===== config.mk =====
export PLATFORM = sky130hd
export DESIGN_NAME = trap_sequencer
export DESIGN_NICKNAME = d
export VERILOG_FILES = /design/src/rtl/trap_pkg.sv /design/src/rtl/trap_watchdog.sv /design/src/rtl/trap_sequencer.sv
export SDC_FILE = /design/constraint.sdc
export NUM_CORES = 1
export LEC_CHECK = 0
export ABC_AREA = 1
export CORE_AREA = 5 5 127 129
export CTS_CLUSTER_DIAMETER = 200
export DETAILED_ROUTE_END_ITERATION = 8
export DIE_AREA = 0 0 132 134
export GPL_ROUTABILITY_DRIVEN = 0
export PLACE_DENSITY = 0.91
export REMOVE_ABC_BUFFERS = 1
export SLEW_MARGIN = 0
export SYNTH_ARGS = -nofsm -noshare
export SYNTH_HDL_FRONTEND = slang
export SYNTH_SLANG_ARGS = --single-unit
export TNS_END_PERCENT = 10

===== constraint.sdc =====
create_clock -name clk -period 2.5 [get_ports clk]
set_input_delay 0.5 -clock clk [delete_from_list [all_inputs] [get_ports clk]]
set_output_delay 0.5 -clock clk [all_outputs]
set_load 0.05 [all_outputs]

===== src/rtl/trap_pkg.sv =====
// Shared definitions for the trap sequencer: FSM state, trap cause,
// vector-table addresses and the watchdog limit.
// Optional feature macro: TRAP_MISALIGN_EN (adds the misaligned-PC trap).
package trap_pkg;

    typedef enum logic [2:0] {
        ST_IDLE    = 3'd0,
        ST_SAVE    = 3'd1,
        ST_REQ_VEC = 3'd2,
        ST_LOAD_PC = 3'd3,
        ST_DONE    = 3'd4
    } state_t;

    typedef enum logic [1:0] {
        CAUSE_ILLEGAL  = 2'd0,
        CAUSE_OVERFLOW = 2'd1,
        CAUSE_MISALIGN = 2'd2
    } cause_t;

    localparam logic [63:0] VEC_ILLEGAL  = 64'd254;
    localparam logic [63:0] VEC_OVERFLOW = 64'd255;
    localparam logic [63:0] VEC_MISALIGN = 64'd253;
    localparam logic [3:0]  WDOG_LIMIT   = 4'd15;

    // Vector-table slot holding the handler address for a given cause.
    function automatic logic [63:0] cause_vec(input cause_t c);
        logic [63:0] v;
        case (c)
            CAUSE_OVERFLOW: v = VEC_OVERFLOW;
`ifdef TRAP_MISALIGN_EN
            CAUSE_MISALIGN: v = VEC_MISALIGN;
`endif
            default:        v = VEC_ILLEGAL;
        endcase
        return v;
    endfunction

endpackage


===== src/rtl/trap_watchdog.sv =====
// Watchdog for the vector-table read: counts consecutive cycles with run
// high and flags the cycle in which the WDOG_LIMIT-th such cycle occurs.
module trap_watchdog
    import trap_pkg::*;
(
    input  logic clk,
    input  logic reset,
    input  logic run,
    output logic expired
);

    logic [3:0] cnt_q;
    logic [3:0] cnt_d;

    // Count while running, clear as soon as run drops.
    always_comb begin
        cnt_d   = run ? (cnt_q + 4'd1) : 4'd0;
        expired = run && (cnt_q == (WDOG_LIMIT - 4'd1));
    end

    // Counter register with synchronous reset.
    always_ff @(posedge clk) begin
        if (reset) cnt_q <= 4'd0;
        else       cnt_q <= cnt_d;
    end

endmodule


===== src/rtl/trap_sequencer.sv =====
// Trap sequencer: on a trap pulse, saves EPC/cause, fetches the handler
// address from the vector table, strobes pc_load and stalls the CPU for the
// whole sequence. Traps arriving while busy are dropped.
// Optional feature macro: TRAP_MISALIGN_EN (misaligned-PC trap, cause 2).
module trap_sequencer
    import trap_pkg::*;
(
    input  logic        clk,
    input  logic        reset,
    input  logic        trap_illegal,
    input  logic        trap_overflow,
    input  logic [63:0] pc_in,
    output logic        mem_req,
    output logic [63:0] mem_addr,
    input  logic        mem_ack,
    input  logic [63:0] mem_rdata,
    output logic [63:0] epc_out,
    output logic [1:0]  cause_out,
    output logic        pc_load,
    output logic [63:0] pc_next,
    output logic        stall_cpu,
    output logic        busy
);

    state_t      state_q, state_d;
    logic [63:0] epc_q, epc_d;
    cause_t      cause_q, cause_d;
    logic [63:0] pc_next_q, pc_next_d;

    logic        trig;
    cause_t      trig_cause;
    logic        wdog_run;
    logic        wdog_expired;

    assign wdog_run = (state_q == ST_REQ_VEC);

    trap_watchdog u_wdog (
        .clk     (clk),
        .reset   (reset),
        .run     (wdog_run),
        .expired (wdog_expired)
    );

    // Trigger detection and priority encode (misaligned > illegal > overflow).
    always_comb begin
        trig       = trap_illegal || trap_overflow;
        trig_cause = trap_illegal ? CAUSE_ILLEGAL : CAUSE_OVERFLOW;
`ifdef TRAP_MISALIGN_EN
        if (trig && (pc_in[1:0] != 2'b00)) trig_cause = CAUSE_MISALIGN;
`endif
    end

    // Next-state logic; EPC and cause are captured on the trigger edge so
    // they are already visible while the FSM sits in SAVE.
    always_comb begin
        state_d   = state_q;
        epc_d     = epc_q;
        cause_d   = cause_q;
        pc_next_d = pc_next_q;
        case (state_q)
            ST_IDLE: begin
                if (trig) begin
                    state_d = ST_SAVE;
                    epc_d   = pc_in;
                    cause_d = trig_cause;
                end
            end
            ST_SAVE: state_d = ST_REQ_VEC;
            ST_REQ_VEC: begin
                // A real ack wins over a watchdog expiry in the same cycle.
                if (mem_ack) begin
                    pc_next_d = mem_rdata;
                    state_d   = ST_LOAD_PC;
                end else if (wdog_expired) begin
                    pc_next_d = 64'd0;
                    state_d   = ST_LOAD_PC;
                end
            end
            ST_LOAD_PC: state_d = ST_DONE;
            ST_DONE:    state_d = ST_IDLE;
            default:    state_d = ST_IDLE;
        endcase
    end

    // State registers; reset clears everything and overrides triggers/acks.
    always_ff @(posedge clk) begin
        if (reset) begin
            state_q   <= ST_IDLE;
            epc_q     <= 64'd0;
            cause_q   <= CAUSE_ILLEGAL;
            pc_next_q <= 64'd0;
        end else begin
            state_q   <= state_d;
            epc_q     <= epc_d;
            cause_q   <= cause_d;
            pc_next_q <= pc_next_d;
        end
    end

    // Output decode from the registered state.
    always_comb begin
        mem_req   = (state_q == ST_REQ_VEC);
        mem_addr  = mem_req ? cause_vec(cause_q) : 64'd0;
        pc_load   = (state_q == ST_LOAD_PC);
        busy      = (state_q != ST_IDLE);
        stall_cpu = busy;
        epc_out   = epc_q;
        cause_out = cause_q;
        pc_next   = pc_next_q;
    end

endmodule

[After elaboration in Yosys (flattened, before gate mapping)]
Cells that the tools add are included.
W data, S select, Z words.
Storage, ports and cells
  register bits after elaboration: 137
  input bits: 133
  output and inout bits: 198
  word-level logic and storage cells: 32
Cells by class
  add/subtract/negate cells: 1
  eq/ne operators: 7
  mux-type cells: 9
  bitwise logic cells: 1
  reductions and logical operators: 9
Operator list (number)
  $mux W64: 3
  $pmux W3 S4: 1
  $mux W3: 3
  $eq A3 B2 Y1 const B: 2
  $reduce_and A2 Y1: 3
  $add A4 B1 Y4 const B: 1
  $eq A4 B4 Y1 const B: 1
  $eq A3 B1 Y1 const B: 1
  $logic_not A3 Y1: 1
  $ne A3 B3 Y1 const B: 1
  $reduce_bool A3 Y1: 1
  $eq A2 B1 Y1 const B: 1
  $mux W1: 2
  $ne A2 B2 Y1 const B: 1
  $reduce_bool A2 Y1: 1
  $reduce_or A2 Y1: 1
  $logic_and A1 B1 Y1: 1
  $logic_or A1 B1 Y1: 1
  $not A1 Y1: 1

[Logic depth before layout (Yosys ltp)]
  word-level depth: 5
  depth in mapped cells: 9
  mapped depth without buffers: 7

[Hierarchy]
From an unflattened synthesis, not the netlist that was laid out.
Unflattened totals
  cell total of the unflattened synthesis: 814
  area, all modules: 5849.4 um^2
By module, submodules not included
  trap_sequencer: instances 1, cells each 792, area each 5674.2 um^2, sequential area each 2642.5 um^2
  trap_watchdog: instances 1, cells each 22, area each 175.2 um^2, sequential area each 80.1 um^2

[Worst setup path before layout]
No wires, ideal clock.
  path type: reg2out
  start point: register cause_q[0] (netlist: cause_out[0])
  end point: output mem_addr[0]
  data arrival time: 1832 ps
  required time: 2000 ps
  path slack: 168 ps
  cell stages (with the launch flop): 3
  path buffers: 0
  path through: dfxtp_1 inv_1 nor3_1
Between the ends
  cells in the longest elaborated chain, start to end: 3
Ends and longest elaborated chain
  start, declared: RTL line trap_sequencer.sv:27  | cause_t cause_q, cause_d;
  start signal, assigned: RTL line trap_sequencer.sv:95  | cause_q <= cause_d;
  $eq A2 B1 Y1: RTL line trap_pkg.sv:28  | case (c)
  $mux W1: RTL line trap_pkg.sv:28
  $mux W64: RTL line trap_sequencer.sv:103  | mem_addr = mem_req ? cause_vec(cause_q) : 64'd0;
  end, declared: RTL line trap_sequencer.sv:14  | output logic [63:0] mem_addr,
Every way passes these cells.

[Worst setup path after layout]
  start point: register state_q[0]
  end point: output mem_addr[0]
Between the ends
  cells in the longest elaborated chain, start to end: 2
Ends and longest elaborated chain
  start, declared: RTL line trap_sequencer.sv:25  | state_t state_q, state_d;
  start signal, assigned: RTL line trap_sequencer.sv:93  | state_q <= state_d;
  $eq A3 B2 Y1: RTL line trap_sequencer.sv:102  | mem_req = (state_q == ST_REQ_VEC);
  $mux W64: RTL line trap_sequencer.sv:103
Every way passes these cells.

==> results by group <==
Power and ir drop
  • Pwr Density: between 800 and 900 mW/mm²
  • Power Total: between 7 and 8 mW
  • Combinational share of power: 0.283
  • Design internal power: between 4 and 5 mW
  • Switch Pwr: 2.40 mW
  • Switching share of power: 0.333
  • Clk pwr share: 0.381
  • Seq pwr share: 0.336
  • Maximum VDD drop: between 0.4 and 0.5 mV
  • Leak: approximately 3.3 nW

Clock network
  • Total CTS buffers: 17
  • CTS tree: done
  • Sink Count: around 140
  • H-tree depth: 4
  • Clock Tree Buf Depth: 2
  • Worst skew pair latency: just over 0.4 ns
  • Root Buffer: clkbuf_16
  • Reg clk slew, reported paths: 0.06 ns

Timing
  • Fmax: 412 MHz
  • Shortest period the worst path allows: about 2.4 ns
  • Final Cycle Share: 0.971
  • Rel. slew slack: 0.544
  • RSZ-0062 raised after global routing: false
  • Final setup viols: 0
  • Clock skew: roughly 0.0095 ns
  • Worst Tran Pin Value: ~0.68 ns
  • Max Transition Viols Final: 0
  • Hold Vio Cnt, Final: 0

Critical path
  • Arrival time at the worst endpoint: 1.93 ns
  • CP required: ~2.0 ns
  • Crit. End Element: output pin
  • Worst Setup Path Type: reg -> out
  • Worst Path Max Fanout: 4
  • Startpoint Class: flop

Drt
  • DR WL/cell: approximately 16 µm
  • Final WL: between 15 and 20 mm
  • Via density: roughly 5
  • DRC: 0
  • Initial detailed-routing violation count: 276
  • DRT antenna net count: 0
  • Vias: 5614
  • DRT Pass-1 Iters: 4

Final layout
  • Util after Layout: 0.593
  • Post-Layout Inst Area: just under 0.009 mm²
  • Share of cells above drive strength 1: 0.0655
  • Layout area overhead: 58.0%
  • Final nets: about 1100
  • Diodes inserted: 0

Floorplan
  • Row count: 45
  • Chip height: ~130 µm
  • Die area: around 0.018 mm²
  • IO Pins: between 300 and 400
  • Core area: 0.0149 mm²
  • Starting density of the core: 0.375
  • Die W: approximately 130 µm

Global route
  • Vias in the first global route: approximately 5300
  • Maximum number of pins on one net before global-route repair: 66
  • Global-route wire length before repair: 28.2 mm
  • Initial antenna violation count: 0
  • Congestion Overflow GR: 0
  • Gr usage total: 0.195

Status
  • Status: finished clean

Logic synthesis
  • Yosys warns: 0
  • Leading register cell type out of synthesis: dfxtp_1
  • Fraction of registers with async set/reset: 0
  • Seq/Total Area, Yosys: 0.486
  • Cells after synthesis: around 690
  • Area share of the leading cell type in the synthesized netlist: 0.486
  • Cell Area, Synth: about 0.0056 mm²
  • Synth area leaders: dfxtp_1 (49%), a21oi_1 (12%), buf_4 (12%), nand2_1 (9.1%), nand4_1 (7.1%)
  • Distinct cell type count after synthesis: 24
  • Post-synth top area cell: dfxtp_1
  • Post-synth EDFFs: 0
  • #FFs+latches synth: 136
  • Synthesized area per cell: 8.15 µm²

Hold path
  • Min-Delay Path Class: reg -> reg

Placed design
  • Hpwl dp: between 10 and 15 mm
  • Placed standard-cell area: ~0.0082 mm²
  • Buffers added on ports: between 200 and 300

Job
  • Maxcap violations: 0
==> state kept, by name, summed over array words and instances (netlist names) <==
signal,count
epc_out,64
u_wdog.cnt_q,4
pc_next,64
cause_out,1
state_q,3
==> placed cells by master, fill, tap and decap left out, types with 5 or more instances in the layout <==
| cell type | Yosys | layout |
|---|---|---|
| nand3_1 | 66 | 66 |
| a21oi_1 | 131 | 131 |
| nand4_1 | 64 | 64 |
| bufinv_16 | 0 | 5 |
| buf_4 | 86 | 6 |
| inv_1 | 7 | 6 |
| clkbuf_16 | 0 | 17 |
| conb_1 | 1 | 57 |
| dfxtp_1 | 136 | 136 |
| clkdlybuf4s50_1 | 0 | 262 |
| nand2_1 | 136 | 134 |
| buf_12 | 0 | 15 |
==> layout make-up <==
| type | count | area [µm²] |
|---|---|---|
| clock inverter | 12 | 199 |
| fill | 1253 | 6070 |
| clock buffer | 20 | 447 |
| multi-input combinational | 470 | 2230 |
| timing repair buffer | 285 | 2990 |
| inverter | 8 | 30.0 |
| sequential | 136 | 2720 |
| tap | 188 | 235 |
==> worst max-delay path, stage by stage (launching register included) <==
cell and delay, ns:
dfxtp_1 0.36, inv_2 0.07, nand2_2 0.07, nor3_1 0.17, clkdlybuf4s50_1 0.85
==> cell usage after synthesis (2+ instances only) <==
library cell / n
ha_1: 2
nand4_1: 64
clkbuf_1: 20
nand2_1: 136
buf_1: 4
inv_1: 7
dfxtp_1: 136
nand3_1: 66
buf_2: 18
nor3_1: 2
buf_4: 86
nor2_1: 4
a21oi_1: 131
==> power groups by stage <==
stage	Sequential (mW)	Combinational, mW	Clock (mW)
2_1_floorplan	2.99	0.663	0
3_3_place_gp	2.46	2.02	0
3_5_place_dp	2.47	2.04	0
4_1_cts	2.42	2.05	2.80
5_1_grt	2.44	2.15	2.89
6_report	2.42	2.04	2.75
==> stage by stage <==
stage | worst slack (ns) | std cells | hold WS (ns) | TNS, ns
floorplan | -2.52 | 614 | 0.430 | -221.74
global placement | 0.506 | 1087 | 0.446 | 0
detailed placement | 0.498 | 1087 | 0.451 | 0
CTS | 0.0479 | 1119 | 0.461 | 0
global route | 0.00211 | 1119 | 0.478 | 0
finish | 0.0726 | 1119 | 0.459 | 0
==> worst paths after layout <==
path / startpoint / end / slack [ns] / depth (start not counted)
setup / recovery: state_q[0] / mem_addr[0] / 0.07 / 4
setup reg to reg: state_q[2] / epc_out[37] / 0.46 / 6
hold / removal: epc_out[59] / epc_out[59] / 0.46 / 2
hold reg to reg: epc_out[59] / epc_out[59] / 0.46 / 2
==> what timing repair did <==
action,in CTS,in global routing
setup endpoints to repair,0,2
setup buffers,0,0
hold buffers,0,0
resized for setup,0,1
==> layer usage <==
metal  part of all wire  up-vias  global-route usage
met5                  0        -                   0
met4              0.022        0              0.0777
li1                   -     2688                   -
met2               0.48      267               0.319
met1               0.38     2634               0.226
met3               0.11       25              0.0840
==> kinds of logic (layout without fill, tap and decap cells) <==
logic type / after synthesis / count (layout) / share of synthesized area
other: 1 / 57 / 0.000669
buffers and inverters: 137 / 325 / 0.155
adders and majority gates: 2 / 2 / 0.00447
DFF: 136 / 136 / 0.486
and+or+nand+nor: 277 / 277 / 0.233
xor gates and xnor gates: 1 / 1 / 0.00156
AOI/OAI and AO/OA: 133 / 133 / 0.119
(Power assumes the default switching activity.)
